File: src/rtl/reg_writeback.sv
// Write-back sequencer: extends loads, queues ALU/load results, drains one write per cycle.
// Latency: accepted at edge N, strobed at N+1 at the earliest. Readies come only from the registered count; rdy_in=0 freezes the block.
module reg_writeback #(
  parameter int LEN   = 32,
  parameter int DEPTH = 4
) (
  input  logic           clk,
  input  logic           rst,
  input  logic           rdy_in,
  input  logic           alu_valid,
  input  logic [4:0]     alu_rd,
  input  logic [LEN-1:0] alu_data,
  output logic           alu_ready,
  input  logic           mem_valid,
  input  logic [4:0]     mem_rd,
  input  logic [2:0]     mem_funct3,
  input  logic [1:0]     mem_offset,
  input  logic [LEN-1:0] mem_word,
  output logic           mem_ready,
  input  logic [4:0]     rs1,
  input  logic [4:0]     rs2,
  output logic           rs1_busy,
  output logic           rs2_busy,
  output logic           wb_flag,
  output logic [4:0]     rd,
  output logic [LEN-1:0] data
);

  localparam int AW = $clog2(DEPTH);
  localparam int CW = AW + 1;

  logic [CW-1:0]  count_q, count_d;
  logic [AW-1:0]  head_q, head_d, tail_q, tail_d;
  logic [4:0]     ent_rd_q  [DEPTH];
  logic [4:0]     ent_rd_d  [DEPTH];
  logic [LEN-1:0] ent_dat_q [DEPTH];
  logic [LEN-1:0] ent_dat_d [DEPTH];
  logic           wb_flag_q, wb_flag_d;
  logic [4:0]     rd_q, rd_d;
  logic [LEN-1:0] data_q, data_d;

  logic           mem_push, alu_push, pop;
  logic [7:0]     byte_sel;
  logic [15:0]    half_sel;
  logic [LEN-1:0] load_dat;
  logic [AW-1:0]  wr_ptr;
  logic [AW-1:0]  slot_off;
  logic           rs1_hit, rs2_hit;

  // Worst case (both accepted, no pop) still fits because alu needs one more free slot than mem.
  assign mem_ready = rdy_in && (count_q <= CW'(DEPTH - 1));
  assign alu_ready = rdy_in && (count_q <= CW'(DEPTH - 2));

  assign mem_push = mem_valid && mem_ready && (mem_rd != 5'd0);
  assign alu_push = alu_valid && alu_ready && (alu_rd != 5'd0);
  assign pop      = rdy_in && (count_q != '0);

  always_comb begin
    byte_sel = mem_word[8*mem_offset +: 8];
    half_sel = mem_word[16*mem_offset[1] +: 16];
    case (mem_funct3)
      3'b000:  load_dat = {{(LEN-8){byte_sel[7]}}, byte_sel};
      3'b001:  load_dat = {{(LEN-16){half_sel[15]}}, half_sel};
      3'b100:  load_dat = {{(LEN-8){1'b0}}, byte_sel};
      3'b101:  load_dat = {{(LEN-16){1'b0}}, half_sel};
      default: load_dat = mem_word;
    endcase
  end

  // The load is the older instruction, so it takes the tail slot before the ALU result.
  always_comb begin
    ent_rd_d  = ent_rd_q;
    ent_dat_d = ent_dat_q;
    wr_ptr    = tail_q;
    if (mem_push) begin
      ent_rd_d[wr_ptr]  = mem_rd;
      ent_dat_d[wr_ptr] = load_dat;
      wr_ptr            = wr_ptr + AW'(1);
    end
    if (alu_push) begin
      ent_rd_d[wr_ptr]  = alu_rd;
      ent_dat_d[wr_ptr] = alu_data;
      wr_ptr            = wr_ptr + AW'(1);
    end
    tail_d = wr_ptr;

    head_d    = head_q;
    wb_flag_d = 1'b0;
    rd_d      = rd_q;
    data_d    = data_q;
    if (pop) begin
      wb_flag_d = 1'b1;
      rd_d      = ent_rd_q[head_q];
      data_d    = ent_dat_q[head_q];
      head_d    = head_q + AW'(1);
    end
    count_d = count_q + CW'(mem_push) + CW'(alu_push) - CW'(pop);
  end

  // A slot is live when its distance from head is below count; the write just strobed is still in flight.
  always_comb begin
    rs1_hit  = wb_flag_q && (rd_q == rs1);
    rs2_hit  = wb_flag_q && (rd_q == rs2);
    slot_off = '0;
    for (int i = 0; i < DEPTH; i++) begin
      slot_off = AW'(i) - head_q;
      if ({1'b0, slot_off} < count_q) begin
        if (ent_rd_q[i] == rs1) rs1_hit = 1'b1;
        if (ent_rd_q[i] == rs2) rs2_hit = 1'b1;
      end
    end
    rs1_busy = (rs1 != 5'd0) && rs1_hit;
    rs2_busy = (rs2 != 5'd0) && rs2_hit;
  end

  always_ff @(posedge clk or negedge rst) begin
    if (!rst) begin
      count_q   <= '0;
      head_q    <= '0;
      tail_q    <= '0;
      wb_flag_q <= 1'b0;
      rd_q      <= '0;
      data_q    <= '0;
      for (int i = 0; i < DEPTH; i++) begin
        ent_rd_q[i]  <= '0;
        ent_dat_q[i] <= '0;
      end
    end else begin
      count_q   <= count_d;
      head_q    <= head_d;
      tail_q    <= tail_d;
      wb_flag_q <= wb_flag_d;
      rd_q      <= rd_d;
      data_q    <= data_d;
      ent_rd_q  <= ent_rd_d;
      ent_dat_q <= ent_dat_d;
    end
  end

  assign wb_flag = wb_flag_q;
  assign rd      = rd_q;
  assign data    = data_q;

endmodule

File: config.mk
export PLATFORM = sky130hd
export DESIGN_NAME = reg_writeback
export DESIGN_NICKNAME = d
export VERILOG_FILES = /design/src/rtl/reg_writeback.sv
export SDC_FILE = /design/constraint.sdc
export NUM_CORES = 1
export LEC_CHECK = 0
export ABC_AREA = 1
export CAP_MARGIN = 10
export CORE_UTILIZATION = 25
export CTS_CLUSTER_DIAMETER = 150
export DETAILED_ROUTE_END_ITERATION = 16
export HOLD_SLACK_MARGIN = 0.12
export PLACE_DENSITY = 0.38
export SLEW_MARGIN = 10
export SYNTH_ARGS = -nofsm -noshare
export SYNTH_HDL_FRONTEND = slang
export SYNTH_SLANG_ARGS = --single-unit
File: constraint.sdc
create_clock -name clk -period 2.64 [get_ports clk]
set_input_delay 0.264 -clock clk [delete_from_list [all_inputs] [get_ports clk]]
set_output_delay 0.264 -clock clk [all_outputs]
set_load 0.1 [all_outputs]
; ---- Word level (Yosys, flattened, before mapping)
; Cells that the tools add are included.
[word_totals]
register_bits = 193
inputBits = 94
output_inout_bits = 42
elab_cells = 114
[classes]
add_sub_neg = 10
order_cmp = 11
eq_ne = 13
n_shift = 2
mux = 42
bitwise_logic = 3
n_reduce_logical = 19
[ops]
columns = op, count
row1 = $bwmux 128, 2
row2 = $mux 128, 2
row3 = $demux 32 s2, 2
row4 = $mux 32, 4
row5 = $pmux 32 s4, 1
row6 = $bmux 32 s2, 1
row7 = $eq 5x5->1, 10
row8 = $bwmux 20, 2
row9 = $mux 20, 2
row10 = $shiftx 32x6->16, 1
row11 = $shiftx 32x6->8, 1
row12 = $demux 5 s2, 2
row13 = $mux 5, 4
row14 = $reduce_bool 5->1, 4
row15 = $mux 1, 17
row16 = $logic_and 1x1->1, 13
row17 = $lt 2x3->1, 4
row18 = $bmux 5 s2, 1
row19 = $ge 3x3->1 const B, 3
row20 = $not 2->3, 3
row21 = $add 2x1->2 const B, 3
row22 = $add 3x1->3, 2
row23 = $eq 3x3->1 const B, 2
row24 = $le 3x2->1 const B, 2
row25 = other kinds (8), 12

; ---- Logic depth before layout (Yosys ltp)
[depth]
depth_word = 12
ltp_mapped = 16
mapped_depth_nobuf = 14

; ---- Worst setup path before layout
; OpenSTA, ideal clock, no wires.
[synth_path]
path_kind = reg2out
from = reg head_q[0]
to = out rs2_busy
arrival_ps = 2955
required_time_ps = 2376
slack_ps = -579
path_stages_with_launch = 16
n_path_buf = 2
path_cell_list = dfrtp_1 > clkbuf_1 > nand2_1 > clkbuf_1 > nand2_1 > inv_2 > ha_1 > inv_1 > nor2_1 > nand2_1 > nand2_1 > nor2_1 > nand2_1 > nand3_1 > nor2_1 > nor2_1
[synth_between]
elab_chain_cells = 10
word_cells_on_any_way = 16
cone_classes = add/sub: 4 / order compare: 4 / mux: 7 / reduce/logical: 1
[synth_lines]
columns = item, line
row1 = "start, declared", 33  ; logic [AW-1:0] head_q, head_d, tail_q, tail_d;
row2 = "start signal, assigned", 119  ; head_q <= '0;
row3 = "start signal, assigned", 130  ; head_q <= head_d;
row4 = $sub 1x2->2, 106  ; slot_off = AW'(i) - head_q;
row5 = $lt 2x3->1, 107  ; if ({1'b0, slot_off} < count_q) begin
row6 = $mux 1, 107
row7 = $mux 1, 109  ; if (ent_rd_q[i] == rs2) rs2_hit = 1'b1;
row8 = $mux 1, 107
row9 = $mux 1, 109
row10 = $mux 1, 107
row11 = $mux 1, 109
row12 = $mux 1 *, 107
row13 = $logic_and 1x1->1 *, 113  ; rs2_busy = (rs2 != 5'd0) && rs2_hit;
row14 = "end, declared", 23  ; output logic rs2_busy,
; Every way passes the cells marked *; elsewhere a longest branch is shown, timed or not.

; ---- Worst setup path in the final report
; Ends and elaborated chain as after synthesis.

==> flow_summary.json <==
{
  "status": "completed",
  "final_cell_mix": "788 x nand2_1, 198 x inv_1, 191 x dfrtp_1",
  "cts_tree": "yes",
  "synthDominantCellAreaShare_pct": 39.5,
  "clock-sinks": 193,
  "power_frac_seq_pct": 29.9,
  "grt_max_degree": 64,
  "fin_crit_ns": 2.53,
  "crit_path_end_kind": "output pin",
  "hp-class": "in -> async",
  "cp.arrival_ns": 2.26,
  "switching_share_pct": 49.2,
  "tns_ns": 0,
  "finalNetCount": 2070,
  "clkLatencyLatePin_ns": 0.50,
  "drt_iter0_drc": 648,
  "dieWidth_um": 223,
  "synth_ff_type": "dfrtp_1",
  "ctsLongestPathBuffers": 2,
  "grt_pass1_wl_mm": 72.3,
  "cp_common_cell": "nor2_4",
  "cp_data_required_time_ns": 2.38,
  "crit_slowest_cell": "dfrtp_2",
  "power_mw": 17.6,
  "synth_area_leader_cell": "dfrtp_1",
  "clock-root-buffer": "clkbuf_16",
  "drc": 0,
  "routed.top_layer": "met4",
  "grt_pass1_vias": 11623,
  "setup_viol": 0,
  "ant_nets": 0,
  "synth_cell_types": 38,
  "vias_per_cell": 4.48,
  "wl_per_cell_um": 18.0,
  "hpwl_mm": 31.7,
  "clkPwrFrac_pct": 14.6,
  "final-hold-violation-count": 0,
  "start_kind": "register",
  "cpPeakStageDelay_ns": 0.44,
  "wl_met3_mm": 1.93,
  "ys_ff_latch": 193,
  "drt-total-wl_mm": 46.6,
  "async_flop_share_pct": 100,
  "start_util_pct": 25.5,
  "vdd_ir_drop_max_mv": 0.580,
  "placed_area_mm2": 0.0146,
  "htreeDepth": 4,
  "coreArea_mm2": 0.0479,
  "drive_gt1_share_pct": 11.6,
  "clk_pin_slew_ns": 0.07,
  "avgSynthCellArea_um2": 6.73,
  "num_vias": 11584,
  "comb_power_share_pct": 55.5,
  "path_class": "reg -> out",
  "path_max_fanout": 3,
  "synthTopCellsByArea": "dfrtp_1 40%, nand2_1 24%, inv_1 6.2%",
  "slew_violations": 0,
  "first_pass_iters": 5,
  "dieHeight_um": 223,
  "max-cap-violations": 0,
  "p_int_mw": 8.97,
  "dieArea_mm2": 0.0498,
  "syn-cell-area_mm2": 0.0122,
  "rows": 80,
  "crit_chain": "nor2_4 > inv_2 > nand2_4 > inv_4 > ha_4 > inv_2 > nor2_2 > nand2_1 > nand2_2 > nor2_1 > nand2_1 > nand3_2 > nor2_4 > nor2_4 > buf_12",
  "fin_skew_ns": 0.0145,
  "synth_cells": 1817,
  "critPathTopFamily": "simple AND/OR/NAND/NOR gates",
  "area_delta_synth_final_pct": 25.1,
  "antenna_found_initial": 0,
  "power-per-cell-area_mw_per_mm2": 1150,
  "layout_commonest_cell": "nand2_1",
  "register_area_mm2": 0.00483,
  "final_area_mm2": 0.0153,
  "synth_edf_count": 0,
  "grt_overflow_total": 0,
  "p_leak_nw": 7.88,
  "fmax_mhz": 396,
  "multi_input_area_mm2": 0.00619,
  "fillers": 5238,
  "port_buffers": 135,
  "cp_num_buf_inv": 4,
  "yosysSeqAreaShare_pct": 39.5,
  "num_io_pins": 136,
  "m1WireLength_mm": 23.5,
  "slew_headroom_pct": 49.4,
  "place.gp.congestion": 0.853,
  "grt_setup_unrepaired": "yes",
  "finalCritPeriodShare_pct": 95.7,
  "switchingPower_mw": 8.67,
  "grt_usage_pct": 19.5,
  "tightest_slew_ns": 0.758,
  "n_antenna_cell": 0,
  "ys.warnings.count": 0,
  "synthesis.nets": 1928,
  "cts_buffers": 17,
  "wl_met2_mm": 20.3
}
cell families after synthesis:
logic type | after synthesis | share of synthesized area, %
simple gates | 1061 | 34.8
xor+xnor | 25 | 1.79
mux | 26 | 2.40
compound gates | 187 | 8.70
flops | 193 | 39.5
buf+inv | 308 | 10.9
fa+ha+maj | 17 | 1.86
state kept, by name, indices dropped and copies added, names as in the netlist:
register	cells
count_q	3
data	32
ent_dat_q	128
ent_rd_q	20
head_q	2
rd	5
tail_q	2
wb_flag	1
cells in the mapped netlist, types with 2 or more instances:
cell / instances
a211oi_1: 8
a21oi_1: 111
buf_2: 38
buf_4: 9
buf_6: 12
clkbuf_1: 32
dfrtp_1: 193
fa_1: 2
ha_1: 15
inv_1: 201
inv_2: 14
mux2_1: 2
mux2_2: 24
nand2_1: 793
nand2_2: 2
nand3_1: 70
nand3_2: 4
nand3_4: 5
nand4_1: 26
nor2_1: 153
nor2_2: 3
o2111ai_1: 5
o211ai_1: 16
o21a_1: 11
o21ai_0: 32
xnor2_1: 13
xor2_1: 12
routing by layer:
metal / global-route usage, % / vias to the layer above
met2: 29.4 / 233
met5: 0 / -
met1: 28.0 / 5445
met4: 5.32 / 0
met3: 3.99 / 43
li1: - / 5863
what timing repair did:
action,CTS,global route
setup endpoints to repair,2,2
hold buffers,1,0
gates resized for setup,9,18
setup buffers,3,4
endpoints found under the hold margin,57,0
pin swaps,1,13
layout make-up:
| type | instances | area share, % |
|---|---|---|
| repair buffers | 214 | 14.0 |
| clock buffers | 23 | 3.13 |
| clock inverters | 8 | 0.368 |
| multi-input cells | 1316 | 40.5 |
| inverters | 217 | 5.36 |
| well taps | 615 | 5.03 |
| flip-flops and latches | 193 | 31.6 |
power by group through the flow:
stage	logic, mW	registers, mW	clock network (mW)
final	9.79	5.27	2.57
after global routing	10.9	5.48	2.77
after CTS	9.72	5.28	2.68
after detailed placement	9.58	5.34	0
after global placement	9.55	5.32	0
after floorplan	4.96	6.97	0
final timing paths:
kind                       slack, ns                   from  cells after the start                       to
min in group clk                0.43            alu_data[6]                      3  ent_dat_q[70]$_DFF_PN0_
max in group asynchronous       1.47                    rst                      3     data[22]$_DFFE_PN0P_
hold reg to reg                 0.49   data[18]$_DFFE_PN0P_                      1     data[18]$_DFFE_PN0P_
hold / removal                  0.32                    rst                      2      data[2]$_DFFE_PN0P_
setup / recovery                0.11  head_q[0]$_DFFE_PN0P_                     15                 rs2_busy
setup reg to reg                0.26   count_q[2]$_DFF_PN0_                     14  ent_dat_q[86]$_DFF_PN0_
through the flow:
| stage | setup slack [ns] | hold slack (ns) | std cells | util, % |
|---|---|---|---|---|
| after floorplan | 0.0111 | -0.0316 | 1817 | - |
| after CTS | 0.0147 | 0.331 | 2582 | 31.7 |
| after global routing | -0.0320 | 0.360 | 2586 | 31.9 |
| after global placement | 0.109 | 0.319 | 2547 | 30.4 |
| final | 0.115 | 0.324 | 2586 | 31.9 |
| after detailed placement | 0.0742 | 0.321 | 2547 | 30.4 |
(Power assumes the default switching activity.)
==> patch, RTL diff (same flow settings) <==
Register the output `wb_flag` once more; this adds one clock of latency there. The other outputs are not delayed to match.
--- a/src/rtl/reg_writeback.sv
+++ b/src/rtl/reg_writeback.sv
@@ -137,7 +137,9 @@
     end
   end
 
-  assign wb_flag = wb_flag_q;
+  always_ff @(posedge clk) begin
+    wb_flag <= wb_flag_q;
+  end
   assign rd      = rd_q;
   assign data    = data_q;
 
Formal check against the unedited RTL: not equivalent (Yosys sat finds a counterexample within 4 cycles, from zero or initial values and one cycle with rst low).
==> patch against the unedited design <==
- area after synthesis is 0.16% higher
- sequential power hardly changed
- power is 0.33% lower
- routed wire length is 2.0% lower
- sequential cell count is 1 higher
- cell count is 0.12% lower
- design area hardly changed
- non-clock buffer count stayed put
- register-to-register slack worse by 100 ps
- worst setup slack worse by 9.2 ps
==> patch: results (changes against the unedited design) <==
Status
The flow ran to the end, and the final reports show no timing, DRC or antenna violations.

Critical path
The standard cell with the maximum stage delay on the critical path is sky130_fd_sc_hd__dfrtp_2. The highest net fanout along the worst path is 3 (unchanged). The critical path arrival is 2270 ps. The slack of the worst reg-to-reg path is 160 ps (-100 ps). The endpoint identified for the worst register-to-register timing path is count_q[1].

The destination of the critical timing path is rs1_busy. The worst register-to-register path begins at count_q[1]. The logic depth of the worst register-to-register path was 10 (-4).

Global route
The first-pass GRT wire length is 70900 um (-1.9%). The maximum number of pins on one net before global-route repair is 55 (-14%). The global-route usage over all layers is 18.8% (-0.67 points).

The number of global-route vias before repair was 11400 (-2.1%).

Yosys
The post-synth design cell area came to 12200 um2 (+0.16%). The number of library cell types mapped by synthesis is 39 (+2.6%). The share of flip-flops with an asynchronous set or reset is 99.5% (-0.52 points). The synthesized net count was 1929 (+0.052%). The proportion of synthesized chip area in sequential cells is 39.6% (+0.099 points).

After synthesis, the cell types taking the most area are sky130_fd_sc_hd__dfrtp_1, sky130_fd_sc_hd__nand2_1, sky130_fd_sc_hd__inv_1. The average cell area after synthesis is 6.73 um2 (+0.11%). Counting instances in the post-synthesis netlist gives the leading cell types as sky130_fd_sc_hd__nand2_1, sky130_fd_sc_hd__inv_1, sky130_fd_sc_hd__dfrtp_1, sky130_fd_sc_hd__nor2_1, sky130_fd_sc_hd__a21oi_1.

Layout
The clock network area share came to 3.49% (-0.0067 points). The fraction of layout cells with a size suffix above 1 is 11.4% (-0.19 points). The multi-input logic portion of the cell area is 40.4% (-0.041 points). The filler cell count in the final layout was 5260 (+0.42%). The number of non-clock buffers is 214 (unchanged).

The share of cell area taken by flip-flops and latches is 31.8% (+0.14 points). The final net count came to 2071 (+0.048%). The area occupied by multi-input gates is 6180 um2 (-0.14%). The filler-free cell count of the finished design came to 2583 (-0.12%). The portion of the layout cell area used by non-clock buffers is 13.9% (-0.10 points).

Pwr
The switching portion of total power is 48.7% (-0.47 points). The peak ir drop on the vdd network came to 0.000586 V (+1.1%). The leakage power of the design is 7.88 nW (about the same).

STA
The slack of the critical path was 106 ps (-9.19 ps). The worst setup skew after layout is 9.02 ps (-5.52 ps). The worst hold slack across all endpoints is 331 ps (+7.68 ps). The worst slew margin relative to its limit is 54.0% (+4.6 points).

Route
The via density per instance is 4.48 (about the same). The total wire length after detailed routing came to 45700 um (-2.0%). The number of DRC markers in iteration 0 came to 854 (+32%). The detailed-router iteration count before antenna repair is 5 (unchanged).

Placed design
The instance area after placement was 14600 um2 (+0.21%). The detailed placement HPWL was 31400 um (-0.94%). The post-place setup slack is -6.46 ps (-80.7 ps). The weighted congestion reported at the end of routability-driven placement is 0.820 (-3.9%).

CTS
The clock network latency to the later pin of the worst-skew pair came to 460 ps (-40 ps). The post-CTS setup-driven buffer insertion count is 2 (-1). The total of cells resized after clock tree synthesis is 5 (-4). The CTS H-tree depth is 4 (unchanged). The number of sinks handled by clock tree synthesis came to 194 (+0.52%).
==> patch: routing by layer <==
layer / routed length [um] / up-vias / GRT usage [%] / share of wire [%]
li1: - / 5868 / - / -
met1: 23300 / 5471 / 27.3 / 51
met2: 20500 / 202 / 29.5 / 45
met3: 1420 / 25 / 2.20 / 3.1
met4: 556 / 0 / 4.71 / 1.2
met5: 0 / - / 0 / 0
==> patch: kinds of logic after synthesis <==
logic type | share of synthesized area [%]
mux | 2.39
compound gates | 8.69
fa+ha+maj | 1.86
buf+inv | 10.9
simple gates | 34.8
xor+xnor | 1.79
flops | 39.6
==> patch: power by group through the flow <==
stage               Combinational (mW)  Sequential (mW)  Clock [mW]
finish                            9.71             5.29        2.57
detailed placement                9.57             5.36           0
floorplan                         4.96             6.99           0
CTS                               9.67             5.29        2.67
global placement                  9.52             5.33           0
global route                      10.8             5.47        2.76
